<file path="config.mk">
export PLATFORM = sky130hd
export DESIGN_NAME = window3x3_gen
export DESIGN_NICKNAME = d
export VERILOG_FILES = /design/src/rtl/window3x3_gen.sv
export SDC_FILE = /design/constraint.sdc
export NUM_CORES = 1
export LEC_CHECK = 0
export BUFFER_PORTS_ARGS = -buffer_cell sky130_fd_sc_hd__clkbuf_2
export CAP_MARGIN = 25
export CORE_UTILIZATION = 23
export DETAILED_ROUTE_END_ITERATION = 16
export PLACE_DENSITY_LB_ADDON = 0.2
export SLEW_MARGIN = 0
export SYNTH_ARGS = -nofsm -noshare
export SYNTH_HDL_FRONTEND = slang
export SYNTH_SLANG_ARGS = --single-unit
</file>
<file path="constraint.sdc">
create_clock -name clk -period 4.6 [get_ports clk]
set_input_delay 0.92 -clock clk [delete_from_list [all_inputs] [get_ports clk]]
set_output_delay 0.92 -clock clk [all_outputs]
set_load 0.005 [all_outputs]
</file>
<file path="src/rtl/window3x3_gen.sv">
// Streaming 3x3 window generator: two IMG_W-deep line buffers feed a 3x3
// register window that is packed in filter3x3 inMatrix order.
module window3x3_gen #(
  parameter int DATA_W = 8,
  parameter int IMG_W  = 8,
  parameter int IMG_H  = 8
) (
  input  logic                  clk,
  input  logic                  rst,
  input  logic                  ena,
  input  logic                  sof,
  input  logic                  pix_valid,
  input  logic [DATA_W-1:0]     pix_in,
  output logic                  win_valid,
  output logic [9*DATA_W-1:0]   win_out,
  output logic                  frame_done
);

  localparam int CW = (IMG_W > 1) ? $clog2(IMG_W) : 1;
  localparam int RW = (IMG_H > 1) ? $clog2(IMG_H) : 1;
  localparam logic [CW-1:0] COL_LAST = CW'(IMG_W - 1);
  localparam logic [RW-1:0] ROW_LAST = RW'(IMG_H - 1);

  logic [CW-1:0]     r_col;
  logic [RW-1:0]     r_row;
  logic [DATA_W-1:0] r_lb0 [IMG_W];
  logic [DATA_W-1:0] r_lb1 [IMG_W];
  logic [DATA_W-1:0] r_win [9];
  logic              r_win_valid;
  logic              r_frame_done;

  logic              w_accept;
  logic              w_sof_q;
  logic [CW-1:0]     w_col_cur;
  logic [RW-1:0]     w_row_cur;
  logic              w_col_last;
  logic              w_row_last;
  logic              w_interior;
  logic [DATA_W-1:0] w_lb0_tap;
  logic [DATA_W-1:0] w_lb1_tap;

  assign w_accept   = ena & pix_valid;
  assign w_sof_q    = ena & sof;
  // sof relabels the current pixel as (0,0) before any position decision
  assign w_col_cur  = sof ? '0 : r_col;
  assign w_row_cur  = sof ? '0 : r_row;
  assign w_col_last = (w_col_cur == COL_LAST);
  assign w_row_last = (w_row_cur == ROW_LAST);
  assign w_interior = (w_col_cur >= CW'(2)) && (w_row_cur >= RW'(2));
  assign w_lb0_tap  = r_lb0[IMG_W-1];
  assign w_lb1_tap  = r_lb1[IMG_W-1];

  always_ff @(posedge clk) begin
    if (!rst) begin
      r_col <= '0;
      r_row <= '0;
    end else if (w_accept) begin
      if (w_col_last) begin
        r_col <= '0;
        r_row <= w_row_last ? '0 : w_row_cur + 1'b1;
      end else begin
        r_col <= w_col_cur + 1'b1;
        r_row <= w_row_cur;
      end
    end else if (w_sof_q) begin
      r_col <= '0;
      r_row <= '0;
    end
  end

  // lb0 tap is the pixel one row up in this column, lb1 tap two rows up
  always_ff @(posedge clk) begin
    if (!rst) begin
      for (int i = 0; i < IMG_W; i++) begin
        r_lb0[i] <= '0;
        r_lb1[i] <= '0;
      end
    end else if (w_accept) begin
      r_lb0[0] <= pix_in;
      r_lb1[0] <= w_lb0_tap;
      for (int i = 1; i < IMG_W; i++) begin
        r_lb0[i] <= r_lb0[i-1];
        r_lb1[i] <= r_lb1[i-1];
      end
    end
  end

  always_ff @(posedge clk) begin
    if (!rst) begin
      for (int i = 0; i < 9; i++) begin
        r_win[i] <= '0;
      end
    end else if (w_accept) begin
      r_win[0] <= r_win[1];
      r_win[1] <= r_win[2];
      r_win[2] <= w_lb1_tap;
      r_win[3] <= r_win[4];
      r_win[4] <= r_win[5];
      r_win[5] <= w_lb0_tap;
      r_win[6] <= r_win[7];
      r_win[7] <= r_win[8];
      r_win[8] <= pix_in;
    end
  end

  always_ff @(posedge clk) begin
    if (!rst) begin
      r_win_valid  <= 1'b0;
      r_frame_done <= 1'b0;
    end else if (ena) begin
      r_win_valid  <= w_accept & w_interior;
      r_frame_done <= w_accept & w_col_last & w_row_last;
    end
  end

  assign win_valid  = r_win_valid;
  assign frame_done = r_frame_done;
  assign win_out    = {r_win[0], r_win[1], r_win[2],
                       r_win[3], r_win[4], r_win[5],
                       r_win[6], r_win[7], r_win[8]};

endmodule

</file>
==> flow_metrics.tcl <==
set metrics [dict create \
    synth.area.mux_share_pct 0.154 \
    whs_ns 0.470 \
    critical_path.max_stage_delay_ns 0.76 \
    grt_max_degree 75 \
    h-tree-depth 4 \
    cp_max_fo 74 \
    drtPass1Iterations 4 \
    routed_wl_um 9920 \
    finalNetCount 475 \
    slew_headroom_pct 48.0 \
    initial_core_util_pct 23.4 \
    core-area_um2 27900 \
    die_y_um 170 \
    critical-path-slowest-cell "and3_4" \
    finClkSkew_ns 0.00798 \
    seqCellArea_um2 4720 \
    setup_violations 0 \
    slew_violations 0 \
    grt_use_total_pct 7.31 \
    fillers 2855 \
    vias 3060 \
    wl_per_cell_um 11.7 \
    design_power_total_mw 3.30 \
    final_common_cell "edfxtp_1" \
    synth_warnings 0 \
    cp_cell_sequence "clkbuf_2, and3_4, buf_4, and2_4" \
    cts_tree "done" \
    synth_cell_types 26 \
    clk_pin_slew_worst_paths_ns 0.07 \
    area_growth_pct 16.3 \
    synthCells 416 \
    die_area_um2 29000 \
    vias_per_cell 3.60 \
    syn_area_per_cell_um2 15.7 \
    rsz0062_at_grt "no" \
    cts_setup_buffers 0 \
    status "complete, no violations" \
    drt-initial-drc-count 124 \
    chipWidth_um 170 \
    cts_repair_resize_count 0 \
    final.min_clock_period_ns 2.56 \
    hold_viol_final 0 \
    synth_top_family_by_area "simple AND/OR/NAND/NOR gates" \
    multi_input_area_um2 1320 \
    ys_seq_area_share_pct 72.5 \
    ys_ff_latch 160 \
    ir_drop_uv 191 \
    grt_pass1_wl_um 16000 \
    gp_congestion 0.649 \
    ioPinCount 87 \
    criticalPathCategory "in2reg" \
    hold_buffers 0 \
    synth.cell_area_um2 6520 \
    fin_ws_ns 2.04 \
    synth_xor_area_share_pct 0 \
    drive_above_1_share_pct 32.9 \
    final_cell_mix "edfxtp_1 (152), and2_1 (120), clkbuf_2 (86)" \
    cts_root_buf "clkbuf_16" \
    arrival_ns 2.85 \
    rrSetupSlack_ns 2.98 \
    synth_fa_ha_area_share_pct 0.768 \
    rows 61 \
    worstSkewPairLatency_ns 0.42 \
    dpl.hpwl_um 5750 \
    worst_pin_slew_ns 0.780 \
    critPathRequiredTime_ns 4.90 \
    start_kind "input pin" \
    place_ws_ns 1.50 \
    synthesis.nets 433 \
    cts_buffer_depth 2 \
    synth_compound_area_share_pct 1.42 \
    leakage_nw 2.97 \
    fmax_mhz 391 \
    hold_class "reg2reg" \
    cts_made_buffers 17 \
    antenna_found_initial 0 \
    drc 0 \
    power_density_nw_per_um2 435 \
    portBuffers 86 \
    clkSinkCount 160 \
    finalCritPeriodShare_pct 55.6 \
    drv_cap 0 \
    setup_tns_ns 0 \
    cp-end-kind "flip-flop" \
    grt_pass1_vias 3082 \
    ant_nets 0 \
    synth-simple-area-share_pct 17.5 \
    overflow 0 \
    n_antenna_cell 0 \
]
-- registers in the layout (all words and copies together), names as in the netlist --
register	flops
frame_done	1
r_lb1	40
r_row	3
r_col	3
r_lb0	41
r_win	71
win_valid	1
-- layout make-up --
class | count | share of cell area (%)
Sequential cell | 160 | 62.3
Clock buffer | 19 | 5.71
Inverter | 1 | 0.0495
Multi-Input combinational cell | 188 | 17.3
Timing Repair Buffer | 90 | 6.24
Tap cell | 378 | 6.24
Clock inverter | 13 | 2.13
-- cells by family after synthesis --
logic type | after synthesis
adder cells (fa/ha/maj) | 4
buffers and inverters | 68
flip-flops | 160
AND/OR/NAND/NOR | 171
multiplexers | 1
AO/OA/AOI/OAI | 12
-- routing by layer --
metal	up-vias	global-route usage [%]	wire length, um
met1	1502	8.63	4530
li1	1470	-	-
met5	-	0	0
met4	0	3.17	139
met3	12	3.09	614
met2	76	11.6	4630
-- cell usage after synthesis --
library cell | number | share of area, %
edfxtp_1 | 152 | 70
o21ai_0 | 2 | 0.15
a21oi_1 | 1 | 0.077
o32ai_1 | 2 | 0.27
nor2_1 | 1 | 0.058
buf_6 | 7 | 1.2
buf_4 | 48 | 5.5
a22o_1 | 3 | 0.40
nand3_1 | 3 | 0.23
inv_1 | 1 | 0.058
a21boi_0 | 1 | 0.12
nor2b_1 | 5 | 0.48
buf_2 | 1 | 0.077
clkbuf_1 | 10 | 0.58
and2_4 | 35 | 4.7
a22oi_1 | 1 | 0.12
nand2_1 | 4 | 0.23
and2_1 | 120 | 12
dfxtp_1 | 8 | 2.5
nand2b_1 | 1 | 0.096
buf_8 | 1 | 0.23
a31o_2 | 1 | 0.13
a32o_1 | 1 | 0.15
mux2i_1 | 1 | 0.15
ha_1 | 4 | 0.77
and3_1 | 2 | 0.19
-- worst max-delay path, delay by kind of cell --
family	cells	cell delay (ns)
buffers and inverters	2	0.97
and+or+nand+nor	2	0.94
-- worst paths after layout --
| kind | startpoint | depth (start not counted) | end |
|---|---|---|---|
| max | rst | 4 | r_win[0][10]$_SDFFCE_PN0P_ |
| min | r_col[0]$_SDFFE_PN0P_ | 1 | r_col[0]$_SDFFE_PN0P_ |
| max reg2reg | r_col[1]$_SDFFE_PN0P_ | 6 | r_row[0]$_SDFFE_PN0P_ |
| min reg2reg | r_col[0]$_SDFFE_PN0P_ | 1 | r_col[0]$_SDFFE_PN0P_ |
-- stage by stage --
stage               cells  util, %  instance area (um^2)
floorplan             416        -                  6520
global placement      817     25.1                  6990
detailed placement    817     25.1                  6990
CTS                   849     27.2                  7580
global route          849     27.2                  7580
finish                849     27.2                  7580
-- power by group --
group          leakage [nW]  internal (mW)  switching (mW)
logic                  1.00         0.0564          0.0831
registers              1.68           1.69          0.0287
clock network         0.285          0.857           0.581
No activity file was read; power rests on OpenSTA's default activity.
